File: config.mk
export PLATFORM = sky130hd
export DESIGN_NAME = apb_master_flat
export DESIGN_NICKNAME = d
export VERILOG_FILES = /design/src/rtl/apb_master_if.sv /design/src/rtl/apb_master.sv /design/src/flat_wrapper.sv
export SDC_FILE = /design/constraint.sdc
export NUM_CORES = 1
export LEC_CHECK = 0
export ABC_AREA = 1
export ABC_CLOCK_PERIOD_IN_PS = 6400
export BUFFER_PORTS_ARGS = -buffer_cell sky130_fd_sc_hd__buf_2
export CAP_MARGIN = 20
export CORE_AREA = 3 3 118 120
export CTS_BUF_LIST = sky130_fd_sc_hd__clkbuf_16
export CTS_CLUSTER_SIZE = 8
export DETAILED_ROUTE_END_ITERATION = 8
export DIE_AREA = 0 0 121 123
export GPL_ROUTABILITY_DRIVEN = 0
export PLACE_DENSITY = 0.77
export SLEW_MARGIN = 10
export SYNTH_ARGS = -nofsm -noshare
export SYNTH_HDL_FRONTEND = slang
export SYNTH_SLANG_ARGS = --single-unit
File: constraint.sdc
create_clock -name PCLK -period 6.4 [get_ports PCLK]
set_clock_uncertainty 0.15 [all_clocks]
set_input_delay 0.64 -clock PCLK [delete_from_list [all_inputs] [get_ports PCLK]]
set_output_delay 0.64 -clock PCLK [all_outputs]
set_load 0.01 [all_outputs]
File: src/rtl/apb_master_if.sv
// apb_master_if: CPU request port and four-slave APB segment seen by apb_master.
interface apb_master_if;
   logic        transfer, write, ready;
   logic [31:0] addr, wdata, rdata;
   logic [31:0] PADDR, PWDATA;
   logic        PWRITE, PENABLE;
   logic        PSEL0, PSEL1, PSEL2, PSEL3;
   logic [31:0] PRDATA0, PRDATA1, PRDATA2, PRDATA3;
   logic        PREADY0, PREADY1, PREADY2, PREADY3;
   modport master (
      input  transfer, write, addr, wdata,
      input  PRDATA0, PRDATA1, PRDATA2, PRDATA3, PREADY0, PREADY1, PREADY2, PREADY3,
      output rdata, ready, PADDR, PWDATA, PWRITE, PENABLE, PSEL0, PSEL1, PSEL2, PSEL3
   );
   modport slave (
      output transfer, write, addr, wdata,
      output PRDATA0, PRDATA1, PRDATA2, PRDATA3, PREADY0, PREADY1, PREADY2, PREADY3,
      input  rdata, ready, PADDR, PWDATA, PWRITE, PENABLE, PSEL0, PSEL1, PSEL2, PSEL3
   );
endinterface

File: src/rtl/apb_master.sv
// apb_master: single-outstanding CPU-to-APB bridge with 4-slave address decode,
// unmapped-address completion and an ACCESS-phase timeout.
module apb_master #(
   parameter logic [31:0] BASE_ADDR = 32'h1000_0000,
   parameter int          TIMEOUT   = 16
) (
   input logic          PCLK,
   input logic          PRESET,
   apb_master_if.master bus
);
   localparam int CW = $clog2(TIMEOUT);
   typedef enum logic [1:0] {IDLE, SETUP, ACCESS} state_t;
   state_t        state_q, state_d;
   logic [31:0]   paddr_q, paddr_d, pwdata_q, pwdata_d, prdata;
   logic          pwrite_q, pwrite_d, penable_q, penable_d;
   logic [3:0]    psel_q, psel_d, pready, dec;
   logic [CW-1:0] cnt_q, cnt_d;
   logic [19:0]   off;
   logic          hit, done, accept;
   always_comb begin
      off       = bus.addr[31:12] - BASE_ADDR[31:12];
      dec       = (off < 20'd4) ? 4'b0001 << off[1:0] : 4'b0000;
      pready    = {bus.PREADY3, bus.PREADY2, bus.PREADY1, bus.PREADY0};
      prdata    = psel_q[0] ? bus.PRDATA0 : psel_q[1] ? bus.PRDATA1 :
                  psel_q[2] ? bus.PRDATA2 : bus.PRDATA3;
      hit       = |(psel_q & pready);
      // an empty select means unmapped, which completes on the first ACCESS cycle
      done      = state_q == ACCESS && (hit || psel_q == 4'b0000 || cnt_q == CW'(TIMEOUT - 1));
      accept    = bus.transfer && (state_q == IDLE || done);
      state_d   = accept ? SETUP :
                  (state_q == SETUP || (state_q == ACCESS && !done)) ? ACCESS : IDLE;
      paddr_d   = accept ? bus.addr : paddr_q;
      pwdata_d  = accept ? bus.wdata : pwdata_q;
      pwrite_d  = accept ? bus.write : pwrite_q;
      psel_d    = accept ? dec : state_d == IDLE ? 4'b0000 : psel_q;
      penable_d = state_d == ACCESS;
      cnt_d     = (state_q == ACCESS && !done) ? cnt_q + 1'b1 : '0;
   end
   always_ff @(posedge PCLK or posedge PRESET) begin
      if (PRESET) begin
         state_q   <= IDLE;
         paddr_q   <= '0;
         pwdata_q  <= '0;
         pwrite_q  <= 1'b0;
         psel_q    <= 4'b0000;
         penable_q <= 1'b0;
         cnt_q     <= '0;
      end else begin
         state_q   <= state_d;
         paddr_q   <= paddr_d;
         pwdata_q  <= pwdata_d;
         pwrite_q  <= pwrite_d;
         psel_q    <= psel_d;
         penable_q <= penable_d;
         cnt_q     <= cnt_d;
      end
   end
   assign bus.ready   = done;
   assign bus.rdata   = !done || psel_q == 4'b0000 ? 32'h0000_0000 : hit ? prdata : 32'hFFFF_FFFF;
   assign bus.PADDR   = paddr_q;
   assign bus.PWDATA  = pwdata_q;
   assign bus.PWRITE  = pwrite_q;
   assign bus.PENABLE = penable_q;
   assign bus.PSEL0   = psel_q[0];
   assign bus.PSEL1   = psel_q[1];
   assign bus.PSEL2   = psel_q[2];
   assign bus.PSEL3   = psel_q[3];
endmodule

File: src/flat_wrapper.sv
// flat-port wrapper written by rule: the top's interface ports become plain ports
module apb_master_flat 
#(
   parameter logic [31:0] BASE_ADDR = 32'h1000_0000,
   parameter int          TIMEOUT   = 16
)
  (PCLK, PRESET, bus_transfer, bus_write, bus_addr, bus_wdata, bus_PRDATA0, bus_PRDATA1, bus_PRDATA2, bus_PRDATA3, bus_PREADY0, bus_PREADY1, bus_PREADY2, bus_PREADY3, bus_rdata, bus_ready, bus_PADDR, bus_PWDATA, bus_PWRITE, bus_PENABLE, bus_PSEL0, bus_PSEL1, bus_PSEL2, bus_PSEL3);
  apb_master_if bus_i ();
  input logic PCLK;
  input logic PRESET;
  input wire logic [$bits(bus_i.transfer)-1:0] bus_transfer;
  input wire logic [$bits(bus_i.write)-1:0] bus_write;
  input wire logic [$bits(bus_i.addr)-1:0] bus_addr;
  input wire logic [$bits(bus_i.wdata)-1:0] bus_wdata;
  input wire logic [$bits(bus_i.PRDATA0)-1:0] bus_PRDATA0;
  input wire logic [$bits(bus_i.PRDATA1)-1:0] bus_PRDATA1;
  input wire logic [$bits(bus_i.PRDATA2)-1:0] bus_PRDATA2;
  input wire logic [$bits(bus_i.PRDATA3)-1:0] bus_PRDATA3;
  input wire logic [$bits(bus_i.PREADY0)-1:0] bus_PREADY0;
  input wire logic [$bits(bus_i.PREADY1)-1:0] bus_PREADY1;
  input wire logic [$bits(bus_i.PREADY2)-1:0] bus_PREADY2;
  input wire logic [$bits(bus_i.PREADY3)-1:0] bus_PREADY3;
  output wire logic [$bits(bus_i.rdata)-1:0] bus_rdata;
  output wire logic [$bits(bus_i.ready)-1:0] bus_ready;
  output wire logic [$bits(bus_i.PADDR)-1:0] bus_PADDR;
  output wire logic [$bits(bus_i.PWDATA)-1:0] bus_PWDATA;
  output wire logic [$bits(bus_i.PWRITE)-1:0] bus_PWRITE;
  output wire logic [$bits(bus_i.PENABLE)-1:0] bus_PENABLE;
  output wire logic [$bits(bus_i.PSEL0)-1:0] bus_PSEL0;
  output wire logic [$bits(bus_i.PSEL1)-1:0] bus_PSEL1;
  output wire logic [$bits(bus_i.PSEL2)-1:0] bus_PSEL2;
  output wire logic [$bits(bus_i.PSEL3)-1:0] bus_PSEL3;
  assign bus_i.transfer = bus_transfer;
  assign bus_i.write = bus_write;
  assign bus_i.addr = bus_addr;
  assign bus_i.wdata = bus_wdata;
  assign bus_i.PRDATA0 = bus_PRDATA0;
  assign bus_i.PRDATA1 = bus_PRDATA1;
  assign bus_i.PRDATA2 = bus_PRDATA2;
  assign bus_i.PRDATA3 = bus_PRDATA3;
  assign bus_i.PREADY0 = bus_PREADY0;
  assign bus_i.PREADY1 = bus_PREADY1;
  assign bus_i.PREADY2 = bus_PREADY2;
  assign bus_i.PREADY3 = bus_PREADY3;
  assign bus_rdata = bus_i.rdata;
  assign bus_ready = bus_i.ready;
  assign bus_PADDR = bus_i.PADDR;
  assign bus_PWDATA = bus_i.PWDATA;
  assign bus_PWRITE = bus_i.PWRITE;
  assign bus_PENABLE = bus_i.PENABLE;
  assign bus_PSEL0 = bus_i.PSEL0;
  assign bus_PSEL1 = bus_i.PSEL1;
  assign bus_PSEL2 = bus_i.PSEL2;
  assign bus_PSEL3 = bus_i.PSEL3;
  apb_master #(.BASE_ADDR(BASE_ADDR), .TIMEOUT(TIMEOUT)) u_core (.PCLK(PCLK), .PRESET(PRESET), .bus(bus_i));
endmodule
Yosys cells after proc, flatten, opt, wreduce, memory -nomap -nowiden
Index checks and enable logic that the tools add are counted.
{"block": "totals", "reg_bits": 76, "inputBits": 200, "out_inout_bits": 103, "wordCells": 41}
{"block": "classes", "add_sub_neg": 2, "order_cmp": 1, "eq_ne": 4, "shift": 1, "n_mux": 11, "bitwise": 1, "n_reduce_logical": 14}
{"op": "2-to-1 mux 32 bit", "n": 5}
{"op": "less-than comparator 20 x 3 -> 1 bit, second input constant", "n": 1}
{"op": "subtractor 20 x 17 -> 20 bit, second input constant", "n": 1}
{"op": "2-to-1 mux 4 bit", "n": 4}
{"op": "logical OR 1 bit", "n": 5}
{"op": "adder 4 x 1 -> 4 bit, second input constant", "n": 1}
{"op": "AND 4 bit", "n": 1}
{"op": "== test 2 bit, second input constant", "n": 2}
{"op": "== test 4 bit, second input constant", "n": 1}
{"op": "zero test 2 bit", "n": 2}
{"op": "zero test 4 bit", "n": 1}
{"op": "2-to-1 mux 2 bit", "n": 2}
{"op": "OR reduction 4 bit", "n": 1}
{"op": "left shift 1 x 2 -> 4 bit, first input constant", "n": 1}
{"op": "logical AND 1 bit", "n": 3}
{"op": "== test 2 x 1 -> 1 bit, second input constant", "n": 1}
{"op": "nonzero test 2 bit", "n": 1}
{"op": "zero test 1 bit", "n": 1}

Longest topological paths before layout
{"block": "logic_depth", "depth_word": 13, "mapped_depth": 10}

Least setup slack after synthesis
Ideal clock, no wire load.
{"block": "synth_timing", "path_kind": "input-to-output", "start": "in bus_PREADY2", "end": "out bus_rdata[1]", "t_arrival_ps": 1521, "t_required_ps": 5610, "setup_slack_ps": 4089, "path_stages": 6, "path_buffers": 1, "path_cell_list": "nand2_1 > nand2_1 > nor2_4 > clkbuf_1 > a21oi_1 > a21oi_1"}
{"block": "synth_between", "elab_chain_len": 8}
{"item": "from (decl)", "line_no": "flat_wrapper.sv:21", "source": "input wire logic [$bits(bus_i.PREADY2)-1:0] bus_PREADY2;"}
{"item": "AND 4 bit *", "line_no": "apb_master.sv:26", "source": "hit = |(psel_q & pready);"}
{"item": "OR reduction 4 bit *", "line_no": "apb_master.sv:26"}
{"item": "logical OR 1 bit (2 in a row)", "line_no": "apb_master.sv:28", "source": "done = state_q == ACCESS && (hit || psel_q == 4'b0000 || cnt_q == CW'(TIMEOUT - 1));"}
{"item": "logical AND 1 bit", "line_no": "apb_master.sv:28"}
{"item": "zero test 1 bit", "line_no": "apb_master.sv:59", "source": "assign bus.rdata = !done || psel_q == 4'b0000 ? 32'h0000_0000 : hit ? prdata : 32'hFFFF_FFFF;"}
{"item": "logical OR 1 bit", "line_no": "apb_master.sv:59"}
{"item": "2-to-1 mux 32 bit *", "line_no": "apb_master.sv:59"}
{"item": "to (decl)", "line_no": "flat_wrapper.sv:23", "source": "output wire logic [$bits(bus_i.rdata)-1:0] bus_rdata;"}
Mark *: on every way between the ends. The rest lies on a longest branch, timed or not.

Final worst setup path
{"block": "layout_timing", "start": "reg u_core.psel_q[1]", "end": "out bus_rdata[10]"}
{"block": "layout_between", "elab_chain_len": 8}
{"item": "from (decl)", "line_no": "apb_master.sv:16", "source": "logic [3:0] psel_q, psel_d, pready, dec;"}
{"item": "from (signal assigned)", "line_no": "apb_master.sv:53", "source": "psel_q <= psel_d;"}
{"item": "AND 4 bit", "line_no": "apb_master.sv:26"}
{"item": "OR reduction 4 bit", "line_no": "apb_master.sv:26"}
{"item": "logical OR 1 bit (2 in a row)", "line_no": "apb_master.sv:28"}
{"item": "logical AND 1 bit", "line_no": "apb_master.sv:28"}
{"item": "zero test 1 bit", "line_no": "apb_master.sv:59"}
{"item": "logical OR 1 bit", "line_no": "apb_master.sv:59"}
{"item": "2-to-1 mux 32 bit *", "line_no": "apb_master.sv:59"}
Marks and branches as above.

==> out/qor.txt <==
Peak supply drop: 0.1514 mV
Synth Register Bits: 75
1st-pass router iterations: 5
PwrDens: 213.0 nW/um^2
combinational power share: 19.1%
Post-layout nets: 1111
CP bufs+invs: 5
Worst R2R Path Depth: 8
RR Startpoint: u_core.psel_q[1]
Core ar.: 13090 um^2
Max H-tree Level: 3
stages on the worst setup path: 11
Worst-Skew Late Latency: 330 ps
cts repair resizes: 0
Fmax achieved: 264.6 MHz
Setup WS pre-CTS: 2975 ps
placement row count: 42
Die ar.: 14880 um^2
ANT nets after route: 0
worst-path fanout max: 38
post-detailed-routing wire length: 14.89 mm
# fillers: 1323
IO Port Bufs: 302
Largest stage delay, worst path: 630 ps
Switching Fraction: 28.01%
total congestion overflow: 0
CTS buffer count: 9
Die Height: 123 um
Die X: 121 um
syn_nets: 832
post-synth cell types: 21
initial antenna violation count: 0
Inst Count DP: 1075
P&R area growth vs syn: 43.42%
crit path launch: u_core.psel_q[1]
CP Launch Type: flip-flop
cell repeated most along the worst path: nand2_1
Hold Fails Final Rpt: 0
area of the multi-input gates: 1889 um^2
hold crit path type: reg2reg
Tmin final: 3779 ps
Switch Pwr: 0.3678 mW
crit-path leading delay family: buffers and inverters
register area: 1881 um^2
outcome: completed
RSZ-0062 raised after global routing: no
setup ws final: 2621 ps
period utilization: 59.05%
final setup violating endpoints: 0
WP data required: 5610 ps
clock root buffer: clkbuf_16
Synth Warn #: 0
first-pass GRT wire length: 21.89 mm
Initial DRC Count: 376
Slew Limit Fails: 0
Syn Area/Cell: 6.809 um^2
CP max stage cell: dfrtp_2
# hold bufs at CTS: 0
register-to-register setup slack: 3330 ps
Critical Path End Type: primary output
setup TNS: 0 ps
critical-path cell list: buf_4 -> nand2_1 -> nand2_1 -> inv_1 -> nand2_1 -> nor2_1 -> inv_1 -> nand3_1 -> buf_4 -> a21oi_1 -> buf_2
critical path class: reg2out
clock network power share: 38.3%
Max Root-Sink Buffers: 2
part of the Yosys area used for sequential elements: 43.68%
Worst setup endpoint: bus_rdata[10]
# IOs: 303
WP data arrival: 2990 ps
Rel. slew slack: 38.48%
Post-CTS Setup Bufs: 0
most common cell after layout, fill and taps aside: buf_2
largest net degree at the start of global routing: 76
Routed WL per cell: 13.64 um
Synth Cell Area: 4297 um^2
Static Leak: 3.724 nW
total internal power: 0.9451 mW
via count: 5017
Initial Utilization: 32.84%
CTS tree: yes
GRT Overall Usage: 18.54%
# DRC: 0
Post-Layout Cell Count: 1091
Synth Instances: 631
Seq pwr share: 42.6%
fin util: 47.09%
most frequent cells in the layout: 302 x buf_2, 226 x nand2_1, 96 x a21oi_1, 82 x inv_1
CTS sink cnt: 75
Inserted Diodes: 0
worst slew pin tran: 922.8 ps
vias in the first global route: 4500
via/cell ratio: 4.599
Max-cap violations: 0
worst reg2reg endpoint: u_core.bus.PADDR[22]
Reg clk slew, reported paths: 60 ps
HPWL Detailed: 11.59 mm
fraction of layout cells with a size suffix above 1: 36.17%
[metrics by stage]
step                      cell area (um^2)  hold slack [ps]  total power [mW]
after floorplan                       4297            283.1            0.6812
after global placement                5862            300.2            0.8150
after detailed placement              5862            304.0            0.8193
after CTS                             6162            311.8             1.330
after global routing                  6162            344.2             1.384
final                                 6162            308.9             1.313
[flip-flops by register name (all words and copies together) (netlist names)]
| signal | flops |
|---|---|
| u_core.bus.PADDR | 32 |
| u_core.bus.PENABLE | 1 |
| u_core.bus.PWDATA | 32 |
| u_core.bus.PWRITE | 1 |
| u_core.cnt_q | 4 |
| u_core.psel_q | 4 |
| u_core.state_q | 1 |
[final cells by class]
class / count / area share (%)
clock buffers: 9 / 3.655
clock inverters: 7 / 1.218
inverters: 84 / 5.117
multi-input cells: 432 / 30.66
flip-flops and latches: 75 / 30.52
well taps: 176 / 3.574
repair buffers: 308 / 25.26
[power groups by stage]
stage / clock, mW / sequential (mW) / combinational, mW
3_3_place_gp: 0 / 0.565 / 0.250
6_report: 0.503 / 0.559 / 0.251
5_1_grt: 0.536 / 0.565 / 0.283
3_5_place_dp: 0 / 0.564 / 0.256
4_1_cts: 0.516 / 0.559 / 0.255
2_1_floorplan: 0 / 0.591 / 0.0900
[cell usage after synthesis (all sizes together)]
master / number / share of area (%)
a21oi: 96 / 11
buf: 23 / 3.5
clkbuf: 17 / 1.5
dfrtp: 75 / 44
ha: 1 / 0.29
inv: 84 / 7.3
nand2: 227 / 20
nand3: 8 / 1.0
nand4: 2 / 0.29
nor2: 17 / 1.7
nor3: 1 / 0.12
o21ai: 78 / 9.1
xnor2: 1 / 0.20
xor2: 1 / 0.20
[worst min-delay path by stage]
stage | to | cells after the start | from
6_report | u_core.cnt_q[0] | 1 | u_core.cnt_q[0]
5_1_grt | u_core.cnt_q[0] | 1 | u_core.cnt_q[0]
4_1_cts | u_core.cnt_q[0] | 1 | u_core.cnt_q[0]
3_5_place_dp | u_core.cnt_q[0] | 1 | u_core.cnt_q[0]
3_3_place_gp | u_core.cnt_q[0] | 1 | u_core.cnt_q[0]
2_1_floorplan | u_core.cnt_q[0] | 1 | u_core.cnt_q[0]
[layer usage]
layer / GRT usage [%] / wire [um] / up-vias
met3: 4.575 / 1439 / 25
met5: 0 / 0 / -
met1: 21.69 / 5665 / 2204
met2: 31.71 / 7275 / 263
li1: - / - / 2525
met4: 9.348 / 505 / 0
[cells by family (layout without fill, tap and decap cells)]
group                      after synthesis  count (layout)  share of synthesized area, %
AOI/OAI and AO/OA                      174             174                         20.27
xor gates and xnor gates                 2               2                        0.4078
adders and majority gates                1               1                        0.2912
buffers and inverters                  124             408                         12.35
DFF                                     75              75                         43.68
and+or+nand+nor                        255             255                         23.01
(Power assumes the default switching activity.)
